==> config.mk <==
export PLATFORM = sky130hd
export DESIGN_NAME = dds_phase_gen_flat
export DESIGN_NICKNAME = d
export VERILOG_FILES = /design/src/rtl/dds_phase_gen_pkg.sv /design/src/rtl/dds_phase_gen_if.sv /design/src/rtl/dds_phase_gen_chirp_acc.sv /design/src/rtl/dds_phase_gen.sv /design/src/flat_wrapper.sv
export SDC_FILE = /design/constraint.sdc
export NUM_CORES = 1
export LEC_CHECK = 0
export CAP_MARGIN = 20
export CELL_PAD_IN_SITES_DETAIL_PLACEMENT = 0
export CELL_PAD_IN_SITES_GLOBAL_PLACEMENT = 1
export CORE_MARGIN = 2
export CORE_UTILIZATION = 28
export CTS_CLUSTER_DIAMETER = 40
export DETAILED_ROUTE_END_ITERATION = 16
export DONT_BUFFER_PORTS = 1
export HOLD_SLACK_MARGIN = 0.08
export PLACE_DENSITY_LB_ADDON = 0.1
export SETUP_SLACK_MARGIN = 0.1
export SKIP_CTS_REPAIR_TIMING = 1
export SYNTH_ARGS = -nofsm -noshare
export SYNTH_HDL_FRONTEND = slang
export SYNTH_HIERARCHICAL = 1
export SYNTH_SLANG_ARGS = --single-unit
==> constraint.sdc <==
create_clock -name sys_clk -period 5.1 [get_ports sys_clk]
set_input_delay 1.02 -clock sys_clk [delete_from_list [all_inputs] [get_ports sys_clk]]
set_output_delay 1.02 -clock sys_clk [all_outputs]
set_load 0.05 [all_outputs]
==> src/rtl/dds_phase_gen_pkg.sv <==
// Shared constants for the DDS phase generator: mode codes, FSM encodings and
// the quarter-wave offset helper used to derive COS from the sine ROM.
package dds_pkg;

  localparam int unsigned MODE_W = 3;

  localparam logic [MODE_W-1:0] MODE_SIN     = 3'd0;
  localparam logic [MODE_W-1:0] MODE_COS     = 3'd1;
  localparam logic [MODE_W-1:0] MODE_LFM_UP  = 3'd2;
  localparam logic [MODE_W-1:0] MODE_LFM_TRI = 3'd3;
  localparam logic [MODE_W-1:0] MODE_PSK     = 3'd4;
  localparam logic [MODE_W-1:0] MODE_NLFM    = 3'd5;

  localparam logic [0:0] ST_IDLE = 1'b0;
  localparam logic [0:0] ST_RUN  = 1'b1;

  // 90 degrees expressed in ROM address units
  function automatic logic [31:0] quarter_wave(input int unsigned addr_w);
    return 32'(1) << (addr_w - 2);
  endfunction

endpackage

==> src/rtl/dds_phase_gen_if.sv <==
// Configuration channel of the DDS phase generator (valid/ready handshake).
interface dds_phase_gen_if #(
  parameter int unsigned ACC_W  = 32,
  parameter int unsigned ADDR_W = 23,
  parameter int unsigned NCH    = 2,
  parameter int unsigned LEN_W  = 16
);
  import dds_pkg::*;

  logic                    cfg_valid;
  logic                    cfg_ready;
  logic [MODE_W-1:0]       cfg_mode;
  logic [ACC_W-1:0]        cfg_fw;
  logic [ACC_W-1:0]        cfg_chirp;
  logic [LEN_W-1:0]        cfg_sweep_len;
  logic [NCH*ADDR_W-1:0]   cfg_poff;

  modport master (
    output cfg_valid, cfg_mode, cfg_fw, cfg_chirp, cfg_sweep_len, cfg_poff,
    input  cfg_ready
  );

  modport slave (
    input  cfg_valid, cfg_mode, cfg_fw, cfg_chirp, cfg_sweep_len, cfg_poff,
    output cfg_ready
  );

endinterface

==> src/rtl/dds_phase_gen_chirp_acc.sv <==
// Phase accumulator plus chirp (theta) accumulator; wrap restarts the phase,
// and in triangle mode flips the sweep direction while keeping theta.
module dds_chirp_acc #(
  parameter int unsigned ACC_W  = 32,
  parameter int unsigned ADDR_W = 23
) (
  input  logic              clk,
  input  logic              rst_n,
  input  logic              run,
  input  logic              wrap,
  input  logic              up,
  input  logic              tri_mode,
  input  logic [ACC_W-1:0]  fw,
  input  logic [ACC_W-1:0]  chirp,
  output logic [ADDR_W-1:0] phase
);

  logic [ACC_W-1:0] acc;
  logic [ACC_W-1:0] theta;
  logic             dir;

  always_ff @(posedge clk) begin
    if (!rst_n || !run) begin
      acc   <= '0;
      theta <= '0;
      dir   <= 1'b0;
    end else if (wrap) begin
      acc <= '0;
      if (tri_mode) begin
        dir <= ~dir;
      end else begin
        theta <= '0;
        dir   <= 1'b0;
      end
    end else begin
      acc <= acc + fw + theta;
      if (up)
        theta <= theta + chirp;
      else if (tri_mode)
        theta <= dir ? theta - chirp : theta + chirp;
      else
        theta <= '0;
    end
  end

  assign phase = acc[ACC_W-1 -: ADDR_W];

endmodule

==> src/rtl/dds_phase_gen.sv <==
// Multi-channel DDS phase/address generator: gated sweep FSM, double-buffered
// config that swaps only at sweep boundaries, per-channel offset adders.
module dds_phase_gen
  import dds_pkg::*;
#(
  parameter int unsigned ACC_W  = 32,
  parameter int unsigned ADDR_W = 23,
  parameter int unsigned NCH    = 2,
  parameter int unsigned LEN_W  = 16
) (
  input  logic                  sys_clk,
  input  logic                  sys_rst_n,
  dds_phase_gen_if.slave        cfg,
  input  logic [ADDR_W-1:0]     mod_phase,
  input  logic                  gate,
  output logic [NCH*ADDR_W-1:0] rom_addr,
  output logic                  addr_valid,
  output logic                  sweep_start
);

  localparam int unsigned CFG_W = MODE_W + 2 * ACC_W + LEN_W + NCH * ADDR_W;
  localparam logic [ADDR_W-1:0] COS_BASE = ADDR_W'(quarter_wave(ADDR_W));

  logic [0:0]            state, state_nxt;
  logic [CFG_W-1:0]      act_cfg, sh_cfg, cfg_in_c;
  logic                  loaded, pending;
  logic [LEN_W-1:0]      cnt, last_c;
  logic                  run_c, wrap_c, hs_c;
  logic [MODE_W-1:0]     act_mode;
  logic [ACC_W-1:0]      act_fw, act_chirp;
  logic [LEN_W-1:0]      act_len;
  logic [NCH*ADDR_W-1:0] act_poff;
  logic [ADDR_W-1:0]     phase, base_c;

  assign cfg_in_c = {cfg.cfg_mode, cfg.cfg_fw, cfg.cfg_chirp, cfg.cfg_sweep_len, cfg.cfg_poff};
  assign {act_mode, act_fw, act_chirp, act_len, act_poff} = act_cfg;

  assign cfg.cfg_ready = !pending;
  assign hs_c          = cfg.cfg_valid && !pending;
  assign last_c        = (act_len == '0) ? '0 : act_len - LEN_W'(1);

  always_ff @(posedge sys_clk) begin
    if (!sys_rst_n) state <= ST_IDLE;
    else            state <= state_nxt;
  end

  // Gate dropping takes priority over a coincident sweep boundary
  always_comb begin
    state_nxt = state;
    run_c     = 1'b0;
    wrap_c    = 1'b0;
    case (state)
      ST_IDLE: if (gate && loaded) state_nxt = ST_RUN;
      ST_RUN: begin
        if (!gate) begin
          state_nxt = ST_IDLE;
        end else begin
          run_c  = 1'b1;
          wrap_c = (cnt == last_c);
        end
      end
      default: state_nxt = ST_IDLE;
    endcase
  end

  // Idle (or leaving run) writes active directly; running buffers in shadow
  always_ff @(posedge sys_clk) begin
    if (!sys_rst_n) begin
      act_cfg <= '0;
      sh_cfg  <= '0;
      loaded  <= 1'b0;
      pending <= 1'b0;
    end else if (state == ST_IDLE || !gate) begin
      if (hs_c) begin
        act_cfg <= cfg_in_c;
        loaded  <= 1'b1;
      end else if (pending) begin
        act_cfg <= sh_cfg;
      end
      pending <= 1'b0;
    end else begin
      if (wrap_c && pending) begin
        act_cfg <= sh_cfg;
        pending <= 1'b0;
      end
      if (hs_c) begin
        sh_cfg  <= cfg_in_c;
        pending <= 1'b1;
      end
    end
  end

  always_ff @(posedge sys_clk) begin
    if (!sys_rst_n || !run_c || wrap_c) cnt <= '0;
    else                                cnt <= cnt + LEN_W'(1);
  end

  dds_chirp_acc #(
    .ACC_W  (ACC_W),
    .ADDR_W (ADDR_W)
  ) u_acc (
    .clk      (sys_clk),
    .rst_n    (sys_rst_n),
    .run      (run_c),
    .wrap     (wrap_c),
    .up       (act_mode == MODE_LFM_UP),
    .tri_mode (act_mode == MODE_LFM_TRI),
    .fw       (act_fw),
    .chirp    (act_chirp),
    .phase    (phase)
  );

  always_comb begin
    base_c = '0;
    case (act_mode)
      MODE_COS:             base_c = COS_BASE;
      MODE_PSK, MODE_NLFM:  base_c = mod_phase;
      default:              base_c = '0;
    endcase
  end

  always_ff @(posedge sys_clk) begin
    if (!sys_rst_n) begin
      rom_addr    <= '0;
      addr_valid  <= 1'b0;
      sweep_start <= 1'b0;
    end else begin
      addr_valid  <= (state == ST_RUN);
      sweep_start <= (state == ST_RUN) && (cnt == '0);
      for (int unsigned ch = 0; ch < NCH; ch++) begin
        rom_addr[ch*ADDR_W +: ADDR_W] <= (state == ST_RUN)
          ? phase + base_c + act_poff[ch*ADDR_W +: ADDR_W] : '0;
      end
    end
  end

endmodule

==> src/flat_wrapper.sv <==
// flat-port wrapper written by rule: the top's interface ports become plain ports
module dds_phase_gen_flat import dds_pkg::*;
#(
  parameter int unsigned ACC_W  = 32,
  parameter int unsigned ADDR_W = 23,
  parameter int unsigned NCH    = 2,
  parameter int unsigned LEN_W  = 16
)
  (sys_clk, sys_rst_n, mod_phase, gate, rom_addr, addr_valid, sweep_start, cfg_cfg_valid, cfg_cfg_mode, cfg_cfg_fw, cfg_cfg_chirp, cfg_cfg_sweep_len, cfg_cfg_poff, cfg_cfg_ready);
  dds_phase_gen_if #(.ACC_W(ACC_W), .ADDR_W(ADDR_W), .NCH(NCH), .LEN_W(LEN_W)) cfg_i ();
  input  logic sys_clk;
  input  logic sys_rst_n;
  input  logic [ADDR_W-1:0] mod_phase;
  input  logic gate;
  output logic [NCH*ADDR_W-1:0] rom_addr;
  output logic addr_valid;
  output logic sweep_start;
  input wire logic [$bits(cfg_i.cfg_valid)-1:0] cfg_cfg_valid;
  input wire logic [$bits(cfg_i.cfg_mode)-1:0] cfg_cfg_mode;
  input wire logic [$bits(cfg_i.cfg_fw)-1:0] cfg_cfg_fw;
  input wire logic [$bits(cfg_i.cfg_chirp)-1:0] cfg_cfg_chirp;
  input wire logic [$bits(cfg_i.cfg_sweep_len)-1:0] cfg_cfg_sweep_len;
  input wire logic [$bits(cfg_i.cfg_poff)-1:0] cfg_cfg_poff;
  output wire logic [$bits(cfg_i.cfg_ready)-1:0] cfg_cfg_ready;
  assign cfg_i.cfg_valid = cfg_cfg_valid;
  assign cfg_i.cfg_mode = cfg_cfg_mode;
  assign cfg_i.cfg_fw = cfg_cfg_fw;
  assign cfg_i.cfg_chirp = cfg_cfg_chirp;
  assign cfg_i.cfg_sweep_len = cfg_cfg_sweep_len;
  assign cfg_i.cfg_poff = cfg_cfg_poff;
  assign cfg_cfg_ready = cfg_i.cfg_ready;
  dds_phase_gen #(.ACC_W(ACC_W), .ADDR_W(ADDR_W), .NCH(NCH), .LEN_W(LEN_W)) u_core (.sys_clk(sys_clk), .sys_rst_n(sys_rst_n), .cfg(cfg_i), .mod_phase(mod_phase), .gate(gate), .rom_addr(rom_addr), .addr_valid(addr_valid), .sweep_start(sweep_start));
endmodule
# Word-level counts from Yosys, hierarchy flattened
# Index checks and enable logic that the tools add are counted.
# classes
n_addsub	9
n_eq_ne	8
n_mux	20
bitwise_logic	4
n_reduce_logical	22
# op_table
operator	n
129-bit 2-to-1 mux	4
32-bit 2-to-1 mux	5
32-bit adder	3
23-bit adder	3
23-bit one-hot mux with 2 select lines	1
16-bit logical NOT	2
32-bit subtractor	1
16-bit by 1-bit adder with 16-bit output (second input constant)	1
16-bit equality test	1
16-bit 2-to-1 mux	1
16-bit by 1-bit subtractor with 16-bit output (second input constant)	1
1-bit 2-to-1 mux	8
2-bit AND reduction	4
3-bit by 2-bit equality test with 1-bit output (second input constant)	2
3-bit equality test (second input constant)	2
2-bit OR reduction	3
1-bit logical AND	4
1-bit logical NOT	4
1-bit NOT	4
2-bit nonzero test	2
3-bit by 1-bit equality test with 1-bit output (second input constant)	1
1-bit logical OR	3
3-bit by 1-bit != test with 1-bit output (second input constant)	1
2-bit != test (second input constant)	1
1-bit one-hot mux with 2 select lines	1
# totals
ff_bits	390
inputBits	156

# Logic depth before layout (Yosys ltp)
# depth
depth_word	8
depth_mapped	24
ltp_nobuf	22

# Hierarchy
# The synthesis kept the hierarchy.
# modules_own_cells
mod	n_inst	cells_each	area_each_um2	seq_area_each_um2
dds_phase_gen	1	1901	16773.6	6506.2
dds_chirp_acc	1	935	7531.0	1301.2

# Worst setup path before layout
# OpenSTA, ideal clock, no wires.
# synth_timing
path_type	in2reg
start	in mod_phase[0]
end	reg u_core.rom_addr[21]
setup_ps	72
t_arrival_ps	4534
required_time_ps	5028
slack_ps	494
stages	19
path_buffers	1
path_cell_list	and2_1 -> ha_1 -> inv_1 -> fa_1 -> nor2b_1 -> o2111ai_1 -> a31oi_1 -> o31ai_1 -> a21oi_1 -> a31oi_1 -> xnor2_1 -> ha_1 -> clkbuf_1 -> and4_1 -> and3_1 -> a221oi_1 -> a311oi_1 -> a31oi_1 -> mux2i_1
# synth_via
elab_chain_cells	3
# synth_rtl
element	line_no	rtl
start, declared	flat_wrapper.sv:13	input logic [ADDR_W-1:0] mod_phase;
23-bit one-hot mux with 2 select lines	dds_phase_gen.sv:115	case (act_mode)
23-bit adder (2 in series)	dds_phase_gen.sv:132	? phase + base_c + act_poff[ch*ADDR_W +: ADDR_W] : '0;
end signal, assigned by index	dds_phase_gen.sv:131	rom_addr[ch*ADDR_W +: ADDR_W] <= (state == ST_RUN)
end, declared	dds_phase_gen.sv:16	output logic [NCH*ADDR_W-1:0] rom_addr,
# No other way between the ends.
# A chain may end at the register's enable or synchronous reset.

# Final worst setup path
# layout_timing
start	reg u_core.act_cfg[127]
end	reg u_core.rom_addr[22]
# layout_via
elab_chain_cells	5
elab_cells_between_ends	7
classes_between	add/sub: 2; eq/ne: 3; mux: 1; reduce/logical: 1
# layout_rtl
element	line_no	rtl
start, declared	dds_phase_gen.sv:25	logic [CFG_W-1:0] act_cfg, sh_cfg, cfg_in_c;
start signal, assigned	dds_phase_gen.sv:75	act_cfg <= cfg_in_c;
start signal, assigned	dds_phase_gen.sv:78	act_cfg <= sh_cfg;
start signal, assigned	dds_phase_gen.sv:83	act_cfg <= sh_cfg;
3-bit equality test	dds_phase_gen.sv:115	
2-bit OR reduction	dds_phase_gen.sv:115	
23-bit one-hot mux with 2 select lines (*)	dds_phase_gen.sv:115	
23-bit adder (*) (2 in series)	dds_phase_gen.sv:132	
# Mark *: on every way between the ends. The rest lies on a longest branch, timed or not.

==> results_dict.tcl <==
set metrics [dict create \
    status "complete, no violations" \
    synth_common_cells "dfxtp_1, nand2_1, a21oi_1" \
    syn_nets 3195 \
    grt_pass1_vias 20632 \
    period_needed_ns 4.675 \
    ff2ff_path_depth 23 \
    avgSynthCellArea_um2 8.570 \
    critPathRequiredTime_ns 5.60 \
    synth-seq-cells 390 \
    worst_pin_slew_ns 0.9600 \
    power_switching_mw 2.555 \
    hold-path-endpoint "u_core/sh_cfg[104]" \
    holdPathStages 2 \
    crit_path_cell_trace "nor2b_2 -> buf_12 -> and2_1 -> ha_1 -> inv_1 -> fa_1 -> nor2b_1 -> o2111ai_2 -> a31oi_2 -> o31ai_2 -> a21oi_2 -> a31oi_1 -> xnor2_1 -> ha_1 -> and4_1 -> and3_1 -> o21ai_0 -> nand2_1 -> a31oi_2 -> o21ai_0 -> nand3_1 -> and3_1 -> nor3_1" \
    grt_overflow 0 \
    cp_max_fo 22 \
    grt_max_degree 139 \
    fin_nets 3153 \
    p_seq_share_pct 30.6 \
    slew_viol_final 0 \
    cp_slowest_stage_delay_ns 0.43 \
    cap_violations 0 \
    path_clk_slew_ns 0.05 \
    ys.flop_type "dfxtp_1" \
    fin_crit_sh_pct 91.67 \
    clock_power_share_pct 60.7 \
    route.met2.wl_um 38930 \
    pwr-share-comb_pct 8.7 \
    multi_input_area_um2 15410 \
    critPathSlowestCell "fa_1" \
    synth_area_leaders "dfxtp_1, ha_1, nand2_1" \
    power.leakage_nw 12.18 \
    die_h_um 298.6 \
    cp_num_buf_inv 2 \
    dpl.cell_count 3855 \
    wl_per_cell_um 20.64 \
    post-synth-top-count-cell "dfxtp_1" \
    setup_viol 0 \
    syn-cell-area_um2 24300 \
    dieArea_um2 89170 \
    cts_buffers 90 \
    grtUsageTotal_pct 18.35 \
    worstSetupPathType "register to register" \
    coreArea_um2 86350 \
    min_from "u_core/sh_cfg[104]" \
    synth_cell_type_count 84 \
    highest_layer "met5" \
    cts_buffer_depth 3 \
    power.total_mw 10.66 \
    fp.dieW_um 298.6 \
    cp.arrival_ns 5.17 \
    cts_root_buf "clkbuf_16" \
    ant_nets 0 \
    floorplan.initialDensity_pct 28.15 \
    syn_inst 2836 \
    rows 108 \
    ys_seq_area_share_pct 32.12 \
    drt-met1-wl_um 38180 \
    cp-start-kind "register" \
    rrSetupSlack_ns 0.43 \
    rsz0062_at_grt "yes" \
    cts_tree "done" \
    holdCritPathClass "register to register" \
    cts_sinks 390 \
    first_iter_violations 1019 \
    firstDrtPassIters 5 \
    synth_top_area_share_pct 32.12 \
    r2r-end "u_core/rom_addr[22]" \
    h-tree-depth 3 \
    synth_warnings 6 \
    final_hold_viol_count 0 \
    antenna_found_initial 8 \
    worst_skew_pair.late_latency_ns 0.63 \
    swShare_pct 23.97 \
    nFillCells 8850 \
    slew_headroom_pct 35.86 \
    clock_skew_ns 0.01558 \
    synth_enable_flop_cells 0 \
    reg2reg_from "u_core/act_cfg[127]" \
    path_delay_family "compound AO/OA/AOI/OAI gates" \
    synthMuxAreaShare_pct 6.322 \
    end_kind "register" \
    synthXorXnorAreaFrac_pct 5.266 \
    globalplace.congestion 0.8870 \
    fmax_mhz 213.9 \
    via_count 20473 \
    grt_pass1_wl_um 127200 \
    routed_wl_um 83110 \
    synthArstFlopShare_pct 0 \
    internal_power_mw 8.106 \
    final_cell_count_no_fill 4026 \
    powerDensity_nw_per_um2 366.8 \
    synth_area_leader_cell "dfxtp_1" \
    seq_area_um2 7807 \
    synth-compound-area-share_pct 24.99 \
    via_per_inst 5.085 \
    area_delta_synth_final_pct 19.58 \
    dp.final_hpwl_um 61300 \
    vdd_drop_max_uv 215.4 \
    met3WireLength_um 3534 \
    synth_simple_gate_area_share_pct 14.70 \
    layout-drive-gt1-share_pct 12.93 \
    synth_top_family_by_area "compound AO/OA/AOI/OAI gates" \
    io_buffers 0 \
    ios 205 \
    synth_fa_ha_area_share_pct 11.59 \
    drc 0 \
]
[cell type report]
cell class	instances	share of cell area [%]
Tap cell	1155	4.972
Clock inverter	50	2.906
Timing Repair Buffer	70	2.265
Sequential cell	390	26.86
Antenna cell	1	0.008610
Clock buffer	118	8.770
Multi-Input combinational cell	2152	53.03
Inverter	90	1.180
[worst reg2reg max path, delay by kind of cell, from the launching register on]
family,cells,cell delay (ns)
XOR/XNOR,1,0.25
buffers and inverters,2,0.23
flip-flops,1,0.33
adder cells (fa/ha/maj),3,0.89
AO/OA/AOI/OAI,8,1.43
AND/OR/NAND/NOR,9,1.40
[power by group through the flow]
stage | logic (mW) | clock network [mW] | registers [mW]
2_1_floorplan | 0.719 | 0 | 3.27
3_3_place_gp | 0.923 | 0 | 3.32
3_5_place_dp | 0.930 | 0 | 3.32
4_1_cts | 0.934 | 6.64 | 3.26
5_1_grt | 1.03 | 6.78 | 3.27
6_report | 0.927 | 6.48 | 3.26
[metal layers]
metal | up-vias | GRT usage, %
li1 | 10172 | -
met4 | 4 | 6.126
met3 | 142 | 3.780
met5 | - | 0
met1 | 9765 | 23.43
met2 | 390 | 30.75
[worst max-delay path by stage]
stage	from	endpoint	slack, ns	depth (start not counted)
3_5_place_dp	mod_phase[0]	u_core/rom_addr[44]	-0.14	19
3_3_place_gp	mod_phase[0]	u_core/rom_addr[44]	-0.02	19
4_1_cts	u_core/act_cfg[128]	u_core/rom_addr[44]	0.1	21
5_1_grt	u_core/act_cfg[128]	u_core/rom_addr[22]	0.06	23
2_1_floorplan	mod_phase[0]	u_core/rom_addr[21]	0.49	19
6_report	u_core/act_cfg[127]	u_core/rom_addr[22]	0.43	23
[cells by family after synthesis]
| kind of cell | count (synthesis) |
|---|---|
| mux | 141 |
| xor+xnor | 143 |
| buf+inv | 294 |
| fa+ha+maj | 203 |
| compound gates | 869 |
| simple gates | 796 |
| flops | 390 |
[state kept, by name, indices dropped and copies added, names as in the netlist]
register	flops
u_core/act_cfg	129
u_core/sh_cfg	129
u_core/rom_addr	46
u_core/u_acc/acc	32
u_core/u_acc/theta	32
u_core/cnt	16
u_core/addr_valid	1
u_core/loaded	1
u_core/pending	1
u_core/state	1
u_core/sweep_start	1
u_core/u_acc/dir	1
[through the flow]
| stage | util [%] | cell area, µm² | hold WS, ns | setup WS, ns | setup TNS, ns |
|---|---|---|---|---|---|
| after floorplan | - | 24300 | 0.4338 | 0.4941 | 0 |
| after global placement | 29.59 | 25550 | 0.4386 | -0.02285 | -0.03569 |
| after detailed placement | 29.62 | 25580 | 0.4439 | -0.1428 | -0.1659 |
| after CTS | 33.55 | 28970 | 0.4500 | 0.09796 | 0 |
| after global routing | 33.66 | 29060 | 0.4638 | 0.06331 | 0 |
| final | 33.66 | 29060 | 0.4489 | 0.4251 | 0 |
[cells in the final DEF (no fill, tap or decap), types with 28 or more instances in the layout]
master	Yosys	layout
buf_4	23	60
mux2i_1	41	41
a21oi_1	259	257
ha_1	166	166
nand2_1	363	361
o311a_1	97	97
nand3_1	28	28
o211ai_1	47	47
o21bai_1	114	114
dfxtp_1	390	390
o41ai_1	33	33
fa_1	37	37
xnor2_1	80	79
o21ai_0	91	90
and2_1	32	32
inv_1	89	89
xor2_1	61	60
nor2_1	197	195
a21o_1	60	60
clkbuf_16	0	91
mux2_2	100	100
nor3_1	43	43
No activity file was read; power rests on OpenSTA's default activity.
